## config.mk

```make
export PLATFORM = sky130hd
export DESIGN_NAME = morse_tx_flat
export DESIGN_NICKNAME = d
export VERILOG_FILES = /design/src/rtl/morse_pkg.sv /design/src/rtl/morse_tx_if.sv /design/src/rtl/morse_enc_lut.sv /design/src/rtl/morse_tx.sv /design/src/flat_wrapper.sv
export SDC_FILE = /design/constraint.sdc
export NUM_CORES = 1
export LEC_CHECK = 0
export ABC_AREA = 1
export BUFFER_PORTS_ARGS = -buffer_cell sky130_fd_sc_hd__buf_2
export CAP_MARGIN = 25
export CORE_UTILIZATION = 24
export CTS_BUF_LIST = sky130_fd_sc_hd__clkbuf_4 sky130_fd_sc_hd__clkbuf_8 sky130_fd_sc_hd__clkbuf_16
export DETAILED_ROUTE_END_ITERATION = 10
export PLACE_DENSITY = 0.4
export SKIP_CTS_REPAIR_TIMING = 1
export SYNTH_ARGS = -nofsm -noshare
export SYNTH_HDL_FRONTEND = slang
export SYNTH_SLANG_ARGS = --single-unit
```

## constraint.sdc

```tcl
create_clock -name clk -period 2.28 [get_ports clk]
set_input_delay 0 -clock clk [delete_from_list [all_inputs] [get_ports clk]]
set_output_delay 0 -clock clk [all_outputs]
set_load 0.05 [all_outputs]
```

## src/rtl/morse_pkg.sv

```systemverilog
// Shared Morse transmit definitions: code map, element encoding, tx states.
package morse_pkg;

    localparam int CODE_W  = 6;
    localparam int MAX_LEN = 8;
    localparam int LEN_W   = 3;

    localparam logic [CODE_W-1:0] CODE_A      = 6'd0;
    localparam logic [CODE_W-1:0] CODE_DIGIT0 = 6'd26;
    localparam logic [CODE_W-1:0] CODE_SPACE  = 6'd36;

    localparam logic DOT  = 1'b0;
    localparam logic DASH = 1'b1;

    typedef enum logic [2:0] {
        ST_IDLE,
        ST_MARK,
        ST_SPACE,
        ST_CGAP,
        ST_WGAP
    } tx_state_e;

endpackage

```

## src/rtl/morse_tx_if.sv

```systemverilog
// Character handshake and keying outputs of the Morse transmitter.
interface morse_tx_if;
    import morse_pkg::*;

    logic              char_valid;
    logic [CODE_W-1:0] char_code;
    logic              ready;
    logic              dout;
    logic              done;
    logic              err;

    modport master (
        output char_valid, char_code,
        input  ready, dout, done, err
    );

    modport slave (
        input  char_valid, char_code,
        output ready, dout, done, err
    );

endinterface

```

## src/rtl/morse_enc_lut.sv

```systemverilog
// Code to (length, pattern) table; pattern sent MSB-first from bit len-1.
module morse_enc_lut
    import morse_pkg::*;
(
    input  logic [CODE_W-1:0]  code,
    output logic               ok,
    output logic [LEN_W-1:0]   len,
    output logic [MAX_LEN-1:0] pat
);

    always_comb begin
        ok  = (code < CODE_SPACE);
        len = '0;
        pat = '0;
        unique case (code)
            6'd0:  {len, pat} = {3'd2, 8'b01};
            6'd1:  {len, pat} = {3'd4, 8'b1000};
            6'd2:  {len, pat} = {3'd4, 8'b1010};
            6'd3:  {len, pat} = {3'd3, 8'b100};
            6'd4:  {len, pat} = {3'd1, 8'b0};
            6'd5:  {len, pat} = {3'd4, 8'b0010};
            6'd6:  {len, pat} = {3'd3, 8'b110};
            6'd7:  {len, pat} = {3'd4, 8'b0000};
            6'd8:  {len, pat} = {3'd2, 8'b00};
            6'd9:  {len, pat} = {3'd4, 8'b0111};
            6'd10: {len, pat} = {3'd3, 8'b101};
            6'd11: {len, pat} = {3'd4, 8'b0100};
            6'd12: {len, pat} = {3'd2, 8'b11};
            6'd13: {len, pat} = {3'd2, 8'b10};
            6'd14: {len, pat} = {3'd3, 8'b111};
            6'd15: {len, pat} = {3'd4, 8'b0110};
            6'd16: {len, pat} = {3'd4, 8'b1101};
            6'd17: {len, pat} = {3'd3, 8'b010};
            6'd18: {len, pat} = {3'd3, 8'b000};
            6'd19: {len, pat} = {3'd1, 8'b1};
            6'd20: {len, pat} = {3'd3, 8'b001};
            6'd21: {len, pat} = {3'd4, 8'b0001};
            6'd22: {len, pat} = {3'd3, 8'b011};
            6'd23: {len, pat} = {3'd4, 8'b1001};
            6'd24: {len, pat} = {3'd4, 8'b1011};
            6'd25: {len, pat} = {3'd4, 8'b1100};
            6'd26: {len, pat} = {3'd5, 8'b11111};
            6'd27: {len, pat} = {3'd5, 8'b01111};
            6'd28: {len, pat} = {3'd5, 8'b00111};
            6'd29: {len, pat} = {3'd5, 8'b00011};
            6'd30: {len, pat} = {3'd5, 8'b00001};
            6'd31: {len, pat} = {3'd5, 8'b00000};
            6'd32: {len, pat} = {3'd5, 8'b10000};
            6'd33: {len, pat} = {3'd5, 8'b11000};
            6'd34: {len, pat} = {3'd5, 8'b11100};
            6'd35: {len, pat} = {3'd5, 8'b11110};
            default: ;
        endcase
    end

endmodule

```

## src/rtl/morse_tx.sv

```systemverilog
// Morse keyer: one character per handshake, unit-timed marks and gaps.
// Define MORSE_TX_WORDGAP_EN to send code 36 as a 7-unit word gap.
module morse_tx
    import morse_pkg::*;
#(
    parameter int DOT_TICKS = 2500000
) (
    input  logic       clk,
    input  logic       rst,
    morse_tx_if.slave  bus
);

    localparam int CW = $clog2(7 * DOT_TICKS + 1);

    localparam logic [CW-1:0] LD_DOT  = CW'(DOT_TICKS - 1);
    localparam logic [CW-1:0] LD_DASH = CW'(3 * DOT_TICKS - 1);
    localparam logic [CW-1:0] LD_WORD = CW'(7 * DOT_TICKS - 1);

    tx_state_e          state, state_n;
    logic [CW-1:0]      cnt, cnt_n;
    logic [MAX_LEN-1:0] pat, pat_n;
    logic [LEN_W-1:0]   idx, idx_n;
    logic               dout_q, dout_n;
    logic               ready_q, ready_n;
    logic               done_q, done_n;
    logic               err_q, err_n;

    logic               lut_ok;
    logic [LEN_W-1:0]   lut_len;
    logic [MAX_LEN-1:0] lut_pat;
    logic [LEN_W-1:0]   lut_top;
    logic               accept;
    logic               is_space;

    morse_enc_lut u_lut (
        .code (bus.char_code),
        .ok   (lut_ok),
        .len  (lut_len),
        .pat  (lut_pat)
    );

    assign accept   = bus.char_valid & ready_q;
    assign is_space = (bus.char_code == CODE_SPACE);
    assign lut_top  = lut_len - 3'd1;

    always_ff @(posedge clk or posedge rst) begin
        if (rst) begin
            state   <= ST_IDLE;
            cnt     <= '0;
            pat     <= '0;
            idx     <= '0;
            dout_q  <= 1'b0;
            ready_q <= 1'b1;
            done_q  <= 1'b0;
            err_q   <= 1'b0;
        end else begin
            state   <= state_n;
            cnt     <= cnt_n;
            pat     <= pat_n;
            idx     <= idx_n;
            dout_q  <= dout_n;
            ready_q <= ready_n;
            done_q  <= done_n;
            err_q   <= err_n;
        end
    end

    always_comb begin
        state_n = state;
        cnt_n   = cnt;
        pat_n   = pat;
        idx_n   = idx;
        dout_n  = dout_q;
        ready_n = ready_q;
        done_n  = 1'b0;
        err_n   = 1'b0;
        unique case (state)
            ST_IDLE: begin
                if (accept) begin
                    if (lut_ok) begin
                        state_n = ST_MARK;
                        pat_n   = lut_pat;
                        idx_n   = lut_top;
                        cnt_n   = (lut_pat[lut_top] == DASH) ? LD_DASH : LD_DOT;
                        dout_n  = 1'b1;
                        ready_n = 1'b0;
`ifdef MORSE_TX_WORDGAP_EN
                    end else if (is_space) begin
                        state_n = ST_WGAP;
                        cnt_n   = LD_WORD;
                        dout_n  = 1'b0;
                        ready_n = 1'b0;
`endif
                    end else begin
                        err_n = 1'b1;
                    end
                end
            end
            ST_MARK: begin
                if (cnt == '0) begin
                    dout_n = 1'b0;
                    if (idx != '0) begin
                        state_n = ST_SPACE;
                        cnt_n   = LD_DOT;
                        idx_n   = idx - 3'd1;
                    end else begin
                        state_n = ST_CGAP;
                        cnt_n   = LD_DASH;
                    end
                end else begin
                    cnt_n = cnt - 1'b1;
                end
            end
            ST_SPACE: begin
                if (cnt == '0) begin
                    state_n = ST_MARK;
                    dout_n  = 1'b1;
                    cnt_n   = (pat[idx] == DASH) ? LD_DASH : LD_DOT;
                end else begin
                    cnt_n = cnt - 1'b1;
                end
            end
            ST_CGAP, ST_WGAP: begin
                if (cnt == '0) begin
                    state_n = ST_IDLE;
                    ready_n = 1'b1;
                    done_n  = 1'b1;
                end else begin
                    cnt_n = cnt - 1'b1;
                end
            end
            default: state_n = ST_IDLE;
        endcase
    end

    // Space codes are only consumed through the error path in the default build.
    logic unused_space;
    assign unused_space = is_space;

    assign bus.ready = ready_q;
    assign bus.dout  = dout_q;
    assign bus.done  = done_q;
    assign bus.err   = err_q;

endmodule

```

## src/flat_wrapper.sv

```systemverilog
// flat-port wrapper written by rule: the top's interface ports become plain ports
module morse_tx_flat import morse_pkg::*;
#(
    parameter int DOT_TICKS = 2500000
)
  (clk, rst, bus_char_valid, bus_char_code, bus_ready, bus_dout, bus_done, bus_err);
  morse_tx_if bus_i ();
  input  logic clk;
  input  logic rst;
  input wire logic [$bits(bus_i.char_valid)-1:0] bus_char_valid;
  input wire logic [$bits(bus_i.char_code)-1:0] bus_char_code;
  output wire logic [$bits(bus_i.ready)-1:0] bus_ready;
  output wire logic [$bits(bus_i.dout)-1:0] bus_dout;
  output wire logic [$bits(bus_i.done)-1:0] bus_done;
  output wire logic [$bits(bus_i.err)-1:0] bus_err;
  assign bus_i.char_valid = bus_char_valid;
  assign bus_i.char_code = bus_char_code;
  assign bus_ready = bus_i.ready;
  assign bus_dout = bus_i.dout;
  assign bus_done = bus_i.done;
  assign bus_err = bus_i.err;
  morse_tx #(.DOT_TICKS(DOT_TICKS)) u_core (.clk(clk), .rst(rst), .bus(bus_i));
endmodule
```

Word-level counts from Yosys, hierarchy flattened:

Index checks and enable logic that the tools add are counted.

* add/subtract/negate cells: 3
* bitwise gates (word level): 1
* multiplexer cells: 40
* $lt $le $gt $ge: 3
* reduce and logical (&&, ||, !) cells: 26
* equality and inequality tests: 46

Operators with widths (count)
* 2-to-1 mux 25 bit: 5
* case mux 25 bit (4 select lines): 1
* == test 6 x 5 -> 1 bit, second input constant: 16
* case mux 5 bit (19 select lines): 1
* 2-to-1 mux 23 bit: 3
* == test 6 x 4 -> 1 bit, second input constant: 8
* 2-to-1 mux 3 bit: 9
* logical NOT 25 bit: 1
* subtractor 25 x 1 -> 25 bit, second input constant: 1
* == test 6 x 3 -> 1 bit, second input constant: 4
* == test 6 bit, second input constant: 4
* case mux 3 bit (5 select lines): 1
* AND reduction 5 bit: 3
* 2-to-1 mux 1 bit: 14
* == test 6 x 2 -> 1 bit, second input constant: 2
* inequality test 2 x 1 -> 1 bit, second input constant: 6
* case mux 3 bit (4 select lines): 1
* OR reduction 12 bit: 1
* OR reduction 10 bit: 1
* OR reduction 3 bit: 3
* < comparator 3 x 4 -> 1 bit, second input constant: 2
* AND reduction 4 bit: 2
* OR reduction 2 bit: 4
* OR reduction 8 bit: 1
* other kinds (20): 25

* word-level logic and storage cells: 127
* output and inout bits: 4
* register bits after elaboration: 43

Depth between registers and ports, before layout:

* word-level depth: 10
* mapped depth: 16
* depth with buffers taken out: 15

Hierarchy:

From an unflattened synthesis, not the netlist that was laid out.

* cells, all modules: 572
* area total of the unflattened synthesis: 3567.2 um2

Modules (own cells, without submodules)
* morse_tx: instances 1, area an instance 2981.6 um2, cells each 448
* morse_enc_lut: instances 1, area an instance 585.6 um2, cells each 124

Worst setup path before layout:

No wires, ideal clock.

* kind: register -> register
* from: register u_core.cnt[0]
* to: register u_core.cnt[12]
* path buffers: 0
* arrival time: 1.805 ns
* period minus slack after synthesis: 1.923 ns
* library setup time: 0.117 ns
* data required time: 2.163 ns
* stages on the path, launching flop included: 14
* path slack: 0.357 ns
* cells stage by stage: dfrtp_1 -> inv_1 -> ha_1 -> nand2_1 -> nor2_2 -> nand3_1 -> nor3_4 -> nor2_1 -> nor2_1 -> nand2_1 -> nor2_1 -> o21ai_0 -> nand3_1 -> nand2_1

* cells in the longest elaborated chain, start to end: 3
* elaborated cells between the ends (all ways): 8
* those cells by class: add/sub (1); eq/ne (1); mux (4); reduce/logical (2)

Ends and longest elaborated chain
* from (decl): line morse_tx.sv:20 `logic [CW-1:0] cnt, cnt_n;`
* from (signal assigned): line morse_tx.sv:58 `cnt <= cnt_n;`
* subtractor 25 x 1 -> 25 bit / logical NOT 25 bit (equally long branches)
* 2-to-1 mux 25 bit, or another cell as far along: line morse_tx.sv:124 `if (cnt == '0) begin`
* case mux 25 bit (4 select lines) / AND reduction 4 bit (equally long branches)

Parallel ways exist; a longest one is shown, timed or not. The select of a mux whose other input is x is not followed.
A chain may end at the register's enable or synchronous reset.

Worst setup path after layout:

* from: register u_core.cnt[0]
* to: register u_core.cnt[4]

The elaborated chain is that of the path after synthesis.

==> impl_metrics.yaml <==
sta:
  worstMarginPinSlew_ps: 540
  min_period_over_period: 0.919
  finalSetupViolations: 0
  hold_viol: 0
  min_period_ps: 2100
  fmax_mhz: 477
  slew-limit-headroom: 0.637
  finalMaxSlewViolations: 0
  setup_ws_ps: 184
  tns_ps: 0
  finalClockSkew_ps: 3.76
  grt_setup_unrepaired: "false"
die:
  die_x_um: 116
  die_y_um: 116
  ios: 13
  die_area_um2: 13600
  initial_core_util: 0.248
  core_area_um2: 12700
  rows: 41
setup_path:
  critical_path_class: "flip-flop to flip-flop"
  crit_path_max_fanout: 16
  cp_slowest_stage_delay_ps: 360
  path_cells: "inv_1 > ha_1 > nand2_1 > nor2_4 > nand3_1 > nor3_4 > a21oi_2 > buf_4 > nand3b_1 > o21ai_0 > nand2_1"
  endpoint_kind: "flip-flop"
  cp_common_cell: "nand2_1"
  cp_num_buf_inv: 2
  cp.arrival_ps: 2260
  cp_top_family: "simple AND/OR/NAND/NOR gates"
  required_ps: 2450
  crit_slowest_cell: "dfrtp_1"
  cp-start-kind: "flip-flop"
synthesis:
  synth_xor_area_frac: 0.0223
  avgSynthCellArea_um2: 6.36
  synthCells: 494
  synth_top_family_by_area: "simple AND/OR/NAND/NOR gates"
  yosysSeqAreaShare: 0.311
  synth_compound_area_frac: 0.113
  synth_fa_ha_area_frac: 0.0159
  synth_top_area_frac: 0.303
  yosys-top-cells-area: "dfrtp_1 (30%), nand2_1 (14%), nand3_1 (12%), nor2_1 (9.2%), inv_1 (6.6%)"
  synth_cell_type_count: 39
  yosysTopAreaCell: "dfrtp_1"
  syn_area_um2: 3140
  synth_simple_gate_area_frac: 0.448
  synthMuxAreaShare: 0
  ys.warnings.count: 0
  ys_ff_latch: 39
  syn_nets: 507
detailed_routing:
  wirelength_um: 9500
  drcViolationCount: 0
  wire_per_inst_um: 13.4
  vias_per_cell: 4.63
  vias: 3271
  first_iter_violations: 174
  drtPass1Iterations: 4
  postRouteAntennaNets: 0
placement:
  gp_routability_congestion: 0.805
  place_inst: 694
  dp_hpwl_um: 7780
  placed_area_um2: 3560
  pre_cts_ws_ps: 77.0
  portBuffers: 12
clock_tree:
  clk_path_buf_depth: 2
  clkSlewWorstSetupHoldPaths_ps: 60
  clk_latency_ps: 280
  cts_tree: "yes"
  cts_made_buffers: 5
  h-tree-depth: 2
  clock-root-buffer: "clkbuf_16"
  numClockSinks: 39
global_routing:
  grt_first_pass_wirelength_um: 16100
  antenna_found_initial: 0
  grt_max_degree: 21
  grt_pass1_vias: 3232
  overflow: 0
  grt_use_total: 0.154
layout:
  n_antenna_cell: 0
  regArea_um2: 977
  area_growth_pct: 19.7
  final_cell_area_um2: 3760
  layout.cells.non_filler: 707
  fill_cells: 1441
  num-nets-final: 547
  multi_input_area_um2: 1900
  drive_gt1_frac: 0.140
power_and_ir_drop:
  power_density_nw_per_um2: 431
  power_leakage_nw: 2.00
  vdd_drop_max_mv: 0.271
run:
  drv_cap: 0
min_path:
  hold_path.class: "input pin to flip-flop"
run_status:
  status: "completed"
## tightest hold or removal path, delay by kind of cell
kind | cells | cell delay [ps]
and+or+nand+nor | 2 | 170
buffers and inverters | 1 | 150
## power breakdown
| part | internal (mW) | switching, mW | total, mW |
|---|---|---|---|
| Clock | 0.443 | 0.269 | 0.712 |
| Sequential | 0.692 | 0 | 0.692 |
| Combinational | 0.0745 | 0.141 | 0.216 |
## final timing paths
kind / slack, ps / end / from / cells past startpoint
max reg2reg: 180 / u_core.cnt[4]$_DFFE_PP0P_ / u_core.cnt[0]$_DFFE_PP0P_ / 11
min in group asynchronous: 180 / u_core.pat[0]$_DFFE_PP0P_ / rst / 3
max: 180 / u_core.cnt[4]$_DFFE_PP0P_ / u_core.cnt[0]$_DFFE_PP0P_ / 11
max in group asynchronous: 1450 / u_core.cnt[13]$_DFFE_PP0P_ / rst / 5
min: 70 / u_core.bus.err$_DFF_PP0_ / bus_char_code[5] / 3
min reg2reg: 490 / u_core.pat[1]$_DFFE_PP0P_ / u_core.pat[1]$_DFFE_PP0P_ / 2
## cell usage in the layout, fill, tap and decap left out, drive strengths merged
cell and count:
nand2 120, o21ai 37, nor2 88, o21a 2, buf 38, dlygate4sd3 2, dfrtp 38, dfstp 1
xnor2 2, nor4 2, nand3 77, a21oi 11, ha 4, nand3b 7, a211oi 1, clkbuf 8
o31ai 1, o211ai 3, a21boi 1, inv 60, a31o 1, and3 1, o2111ai 2, a31oi 2
nor3 6, a22oi 1, or2 3, xor2 6, nand4 8, and2 1, clkinv 1
## Yosys cell counts, drive strengths merged
| master | count |
|---|---|
| nand2 | 120 |
| nand3 | 77 |
| and2 | 1 |
| dfrtp | 38 |
| or2 | 3 |
| o21a | 2 |
| a31o | 1 |
| inv | 61 |
| o2111ai | 2 |
| nor3 | 6 |
| nor2 | 88 |
| nor4 | 2 |
| nand3b | 7 |
| nand4 | 8 |
| xnor2 | 2 |
| xor2 | 6 |
| a31oi | 2 |
| ha | 4 |
| o211ai | 3 |
| a21oi | 11 |
| o31ai | 1 |
| dfstp | 1 |
| a211oi | 1 |
| buf | 7 |
| a21boi | 1 |
| and3 | 1 |
| o21ai | 37 |
| a22oi | 1 |
## routing by layer
metal / wire length [µm] / global-route usage / vias up
met3: 225 / 0.0197 / 12
met1: 4600 / 0.204 / 1517
li1: - / - / 1706
met5: 0 / 0 / -
met4: 212 / 0.0573 / 0
met2: 4470 / 0.256 / 36
## kinds of logic after synthesis
kind of cell / after synthesis
flops: 39
buf+inv: 68
xor+xnor: 8
fa+ha+maj: 4
compound gates: 62
simple gates: 313
## state kept, by name, summed over array words and instances, names as in the netlist
name and flops:
u_core.cnt 25, u_core.pat 5, u_core.idx 3, u_core.state 2
u_core.bus.done 1, u_core.bus.dout 1, u_core.bus.err 1, u_core.bus.ready 1
## cell type report
cell class | instances | share of cell area
multi-input cells | 387 | 0.504
flip-flops and latches | 39 | 0.260
repair buffers | 40 | 0.0785
inverters | 61 | 0.0609
well taps | 172 | 0.0572
clock buffers | 8 | 0.0392
## metrics by stage
stage,hold WS [ps],power [mW],util
2_1_floorplan,145,0.842,-
3_3_place_gp,156,0.913,0.279
3_5_place_dp,-63.9,0.918,0.281
4_1_cts,-370,1.65,0.292
5_1_grt,87.4,1.70,0.297
6_report,74.1,1.62,0.297
No activity file was read; power rests on OpenSTA's default activity.
